[config.mk]
export PLATFORM = sky130hd
export DESIGN_NAME = cla_adder
export DESIGN_NICKNAME = d
export VERILOG_FILES = /design/src/rtl/cla_adder_pkg.sv /design/src/rtl/cla_group4.sv /design/src/rtl/cla_adder.sv
export SDC_FILE = /design/constraint.sdc
export NUM_CORES = 1
export LEC_CHECK = 0
export BUFFER_PORTS_ARGS = -buffer_cell sky130_fd_sc_hd__buf_4
export CORE_MARGIN = 1
export CORE_UTILIZATION = 42
export DETAILED_ROUTE_END_ITERATION = 6
export PLACE_DENSITY = 0.75
export RECOVER_POWER = 100
export SYNTH_ARGS = -nofsm -noshare
export SYNTH_HDL_FRONTEND = slang
export SYNTH_SLANG_ARGS = --single-unit
[constraint.sdc]
create_clock -name Clock -period 0.8 [get_ports Clock]
set_clock_uncertainty 0.1 [all_clocks]
set_input_delay 0.12 -clock Clock [delete_from_list [all_inputs] [get_ports Clock]]
set_output_delay 0.12 -clock Clock [all_outputs]
set_load 0.01 [all_outputs]
[src/rtl/cla_adder_pkg.sv]
// Shared constants for the registered carry-lookahead adder.
package cla_adder_pkg;
  localparam int WIDTH_DEFAULT = 8;
  localparam int CLA_GROUP     = 4;
endpackage

[src/rtl/cla_group4.sv]
// 4-bit lookahead group: internal carries from cin, plus group generate/propagate.
module cla_group4
  import cla_adder_pkg::*;
(
  input  logic [CLA_GROUP-1:0] a,
  input  logic [CLA_GROUP-1:0] b,
  input  logic                 cin,
  output logic [CLA_GROUP-1:0] s,
  output logic                 G,
  output logic                 P
);

  logic [CLA_GROUP-1:0] g;
  logic [CLA_GROUP-1:0] p;
  logic [CLA_GROUP-1:0] c;

  assign g = a & b;
  assign p = a ^ b;

  // Every internal carry is a flat sum of products of cin, g and p; nothing ripples.
  assign c[0] = cin;
  assign c[1] = g[0] | (p[0] & cin);
  assign c[2] = g[1] | (p[1] & g[0]) | (p[1] & p[0] & cin);
  assign c[3] = g[2] | (p[2] & g[1]) | (p[2] & p[1] & g[0])
              | (p[2] & p[1] & p[0] & cin);

  assign G = g[3] | (p[3] & g[2]) | (p[3] & p[2] & g[1])
           | (p[3] & p[2] & p[1] & g[0]);
  assign P = &p;

  assign s = p ^ c;

endmodule

[src/rtl/cla_adder.sv]
// Registered two-level carry-lookahead adder: {OutputCarry, Sum} <= InputA + InputB + InputCarry.
module cla_adder
  import cla_adder_pkg::*;
#(
  parameter int WIDTH = WIDTH_DEFAULT
) (
  input  logic             Clock,
  input  logic             Reset,
  input  logic [WIDTH-1:0] InputA,
  input  logic [WIDTH-1:0] InputB,
  input  logic             InputCarry,
  output logic [WIDTH-1:0] Sum,
  output logic             OutputCarry
);

  localparam int NG = WIDTH / CLA_GROUP;

  // No handshake: the output register loads a fresh result on every rising edge.
  logic [NG-1:0]    grp_g;
  logic [NG-1:0]    grp_p;
  logic [NG:0]      grp_c;
  logic [WIDTH-1:0] sum_next;

  assign grp_c[0] = InputCarry;

  for (genvar gi = 0; gi < NG; gi++) begin : g_grp
    logic carry_out;
    logic term;

    cla_group4 u_group (
      .a   (InputA[gi*CLA_GROUP +: CLA_GROUP]),
      .b   (InputB[gi*CLA_GROUP +: CLA_GROUP]),
      .cin (grp_c[gi]),
      .s   (sum_next[gi*CLA_GROUP +: CLA_GROUP]),
      .G   (grp_g[gi]),
      .P   (grp_p[gi])
    );

    // Carry out of group gi as a flat OR of products over all lower groups and InputCarry.
    always_comb begin
      term      = 1'b0;
      carry_out = InputCarry;
      for (int m = 0; m <= gi; m++) carry_out = carry_out & grp_p[m];
      for (int j = 0; j <= gi; j++) begin
        term = grp_g[j];
        for (int m = j + 1; m <= gi; m++) term = term & grp_p[m];
        carry_out = carry_out | term;
      end
    end

    assign grp_c[gi+1] = carry_out;
  end

  always_ff @(posedge Clock or negedge Reset) begin
    if (!Reset) begin
      Sum         <= '0;
      OutputCarry <= 1'b0;
    end else begin
      Sum         <= sum_next;
      OutputCarry <= grp_c[NG];
    end
  end

endmodule

==> results_dict.tcl, run 1 <==
set metrics [dict create \
    post_cts_resized 28 \
    port-buffer-count 27 \
    chipWidth_um 38.1 \
    cts.htree.levels 1 \
    synth_area_um2 547 \
    synth_cells 45 \
    seq_area_frac_synth 0.412 \
    pin_count 28 \
    syn_avg_cell_area_um2 12.2 \
    gp_congestion 0.678 \
    ctsHoldBuffers 1 \
    die_h_um 38.1 \
    clock-sinks 9 \
    error "[ERROR DPL-0033] detailed placement checks failed during check placement." \
    ys_seq_elements 9 \
    rows 12 \
    yosys_warnings 0 \
    cts_buffers 3 \
    start_util 0.473 \
    post_cts_buffers 8 \
    cts_root_buf "clkbuf_4" \
    clk_path_buf_depth 2 \
    status "stopped before the end" \
    syn_nets 74 \
    haltStage "clock tree synthesis (4_1_cts)" \
    synthDistinctLibCells 20 \
]
[cell usage after synthesis]
cell      n  area [um2]
o32ai_1   1        8.76
a211oi_1  1        7.51
o41a_1    1        11.3
xor2_1    3        26.3
nor2_1    1        3.75
o31a_1    1        8.76
fa_1      2        40.0
o211ai_2  1        12.5
nand2_1   1        3.75
dfrtp_1   9         225
a21o_1    1        7.51
a21o_2    1        8.76
o21a_1    1        7.51
xnor2_1   2        17.5
o21bai_1  1        7.51
or2_2     2        12.5
inv_1     5        18.8
nand3_1   2        10.0
a21oi_2   1        8.76
ha_1      8         100
[through the flow]
step / cell area, um2 / hold slack [ps] / setup slack, ps / std cells
3_5_place_dp: 927 / -156 / -918 / 97
3_3_place_gp: 927 / -156 / -884 / 97
2_1_floorplan: 624 / -276 / -752 / 45
[kinds of logic after synthesis]
kind of cell,synth area share
simple gates,0.0549
flops,0.412
buf+inv,0.0343
compound gates,0.162
xor+xnor,0.0801
fa+ha+maj,0.256
==> run 2: changes to the inputs <==
--- a/config.mk
+++ b/config.mk
@@ -6,10 +6,10 @@
 export NUM_CORES = 1
 export LEC_CHECK = 0
 export BUFFER_PORTS_ARGS = -buffer_cell sky130_fd_sc_hd__buf_4
-export CORE_MARGIN = 1
-export CORE_UTILIZATION = 42
+export CORE_AREA = 2 2 63 65
 export DETAILED_ROUTE_END_ITERATION = 6
-export PLACE_DENSITY = 0.75
+export DIE_AREA = 0 0 65 67
+export PLACE_DENSITY_LB_ADDON = 0.15
 export RECOVER_POWER = 100
 export SYNTH_ARGS = -nofsm -noshare
 export SYNTH_HDL_FRONTEND = slang
==> run 2 against run 1 <==
Effect of this change:
- synthesized cell count is the same
- synthesized area unchanged
- the flow now finishes, with violations (negative setup slack)
==> results_dict.tcl, run 2 <==
set metrics [dict create \
    status "finished with violations" \
    violations "negative setup slack" \
    synth_xor_area_frac 0.0801 \
    fp.dieArea_um2 4360 \
    clock.fmax_ghz 0.717 \
    crit_chain "buf_6 > ha_4 > a21oi_4 > o211ai_2 > or2_4 > fa_2 > xor2_1" \
    syn_to_final_growth_pct 106 \
    clock-sinks 9 \
    drt-pass1-iter-count 2 \
    synthMuxAreaShare 0 \
    rsz0062_at_grt "true" \
    wl_per_cell_um 8.51 \
    die_h_um 67 \
    yosysMostFrequentCell "dfrtp_1" \
    synthDistinctLibCells 20 \
    critPathTopFamily "adder cells" \
    largest_reg_flops 8 \
    port-buffer-count 27 \
    synth_top_cell_by_area "dfrtp_1" \
    ir_drop_uv 467 \
    min_period_ps 1400 \
    startpoint_type "input port" \
    fillCellCount 380 \
    synthFlopType "dfrtp_1" \
    chipWidth_um 65 \
    first_iter_violations 7 \
    synth_compound_area_frac 0.162 \
    wl_met3_um 80 \
    cts_buffers 3 \
    wl_met2_um 550 \
    cp_max_fo 2 \
    num_antenna_cells 0 \
    synth_cells 45 \
    via_per_inst 3.58 \
    num-nets-final 119 \
    syn_avg_cell_area_um2 12.2 \
    crit_buf_inv 1 \
    syn_nets 74 \
    drtAntennaViolNets 0 \
    yosys_warnings 0 \
    multiInputGateArea_um2 417 \
    worstPathArrival_ps 1410 \
    max_slew_margin 0.850 \
    postRouteWirelength_mm 1.17 \
    cts_root_buf "clkbuf_8" \
    overflow 0 \
    synthSimpleGateAreaFrac 0.0549 \
    worst-endpoint-required_ps 810 \
    grt_max_degree 10 \
    slowest_stage "fa_2" \
    pin_count 28 \
    clkTransAtPathRegs_ps 40 \
    synth_adder_area_share 0.256 \
    crit_path_end_kind "flop" \
    m1WireLength_um 494 \
    drv_cap 0 \
    via_count 491 \
    rows 22 \
    core_um2 3610 \
    critPathMaxStageDelay_ps 330 \
    yosysTopAreaCellShare 0.412 \
    crit_type "in -> reg" \
    drive_above_1_share 0.674 \
    cts_tree "done" \
    layout_common_cells "buf_4 (25), buf_6 (12), dfrtp_1 (9), ha_4 (5)" \
    stdcell_count 137 \
    drc 0 \
    fin_crit_sh 1.74 \
    holdCritPathClass "in -> reg" \
    post-route-util 0.312 \
    setup_violations 18 \
    tightest_slew_ps 225 \
    topRoutingLayerUsed "met4" \
    regArea_um2 225 \
    ys_seq_elements 9 \
    dp.cells 131 \
    synth_edf_count 0 \
    async_reset_ff_frac 1.00 \
    regMostFlops "Sum" \
    p_total_mw 1.81 \
    start_util 0.152 \
    seq_area_frac_synth 0.412 \
    synth_top_family_by_area "adder cells" \
    antenna_found_initial 0 \
    post-route-cell-area_um2 1130 \
    cts.htree.levels 1 \
    grt_pass1_vias 481 \
    powerDensity_nw_per_um2 1610 \
    synth_area_leaders "dfrtp_1 (41%), ha_1 (18%), fa_1 (7.3%)" \
    final_common_cell "buf_4" \
    grt_pass1_wl_mm 1.82 \
    reg_top3 "Sum: 8 flops, OutputCarry: 1 flops" \
    gp_congestion 0.724 \
    synth_area_um2 547 \
    p_leak_nw 0.511 \
    hold_viol 0 \
    grt_usage 0.0552 \
    layout_setup_ws_ps -595 \
    synthTopCellsByCount "dfrtp_1 (9), ha_1 (8), inv_1 (5), xor2_1 (3)" \
    clk_path_buf_depth 2 \
    slew_violations 0 \
    placed_area_um2 970 \
]
## run 2: cell counts after synthesis
No cell type changed its count.
## run 2: layout make-up
| class | instances | share of cell area |
|---|---|---|
| Timing Repair Buffer | 40 | 0.313 |
| Tap cell | 48 | 0.0533 |
| Multi-Input combinational cell | 31 | 0.370 |
| Clock buffer | 4 | 0.0400 |
| Inverter | 5 | 0.0233 |
| Sequential cell | 9 | 0.200 |
## run 2: logic make-up after synthesis
logic type	after synthesis
fa+ha+maj	10
compound gates	10
buf+inv	5
xor+xnor	5
flops	9
simple gates	6
## run 2: what timing repair did
| item | 4_1_cts | 5_1_grt |
|---|---|---|
| setup endpoints to repair | 18 | 18 |
| pin swaps | 11 | 6 |
| buffers inserted | 1 | 0 |
| gates cloned | 0 | 0 |
| endpoints found under the hold margin | 9 | 0 |
| hold buffers | 1 | 0 |
| gates resized for setup | 16 | 4 |
## run 2: per-stage QoR
step / hold WS, ps / setup TNS, ps / setup slack (ps)
finish: 118 / -4320 / -595
global route: 159 / -4890 / -633
CTS: 119 / -4740 / -645
detailed placement: -153 / -5900 / -932
global placement: -152 / -5780 / -914
floorplan: -276 / -3450 / -752
## run 2: power breakdown
part           leakage, nW  internal [mW]  switching (mW)
clock network       0.0228          0.345           0.155
registers            0.105          0.546          0.0378
logic                0.383          0.455           0.272
total                0.511           1.35           0.465
## run 2: worst paths after layout
check | end | slack [ps] | from | cells past startpoint
max | Sum[5] | -600 | InputB[0] | 7
min | OutputCarry | 120 | InputB[7] | 3
max in group asynchronous | OutputCarry | 220 | Reset | 2
min in group asynchronous | Sum[4] | 190 | Reset | 2
## run 2: per-layer routing
metal,GRT usage,vias to the layer above
met5,0,-
met4,0.0479,0
met3,0.00676,4
met2,0.0928,20
met1,0.0615,221
li1,-,246
No activity file was read; power rests on OpenSTA's default activity.
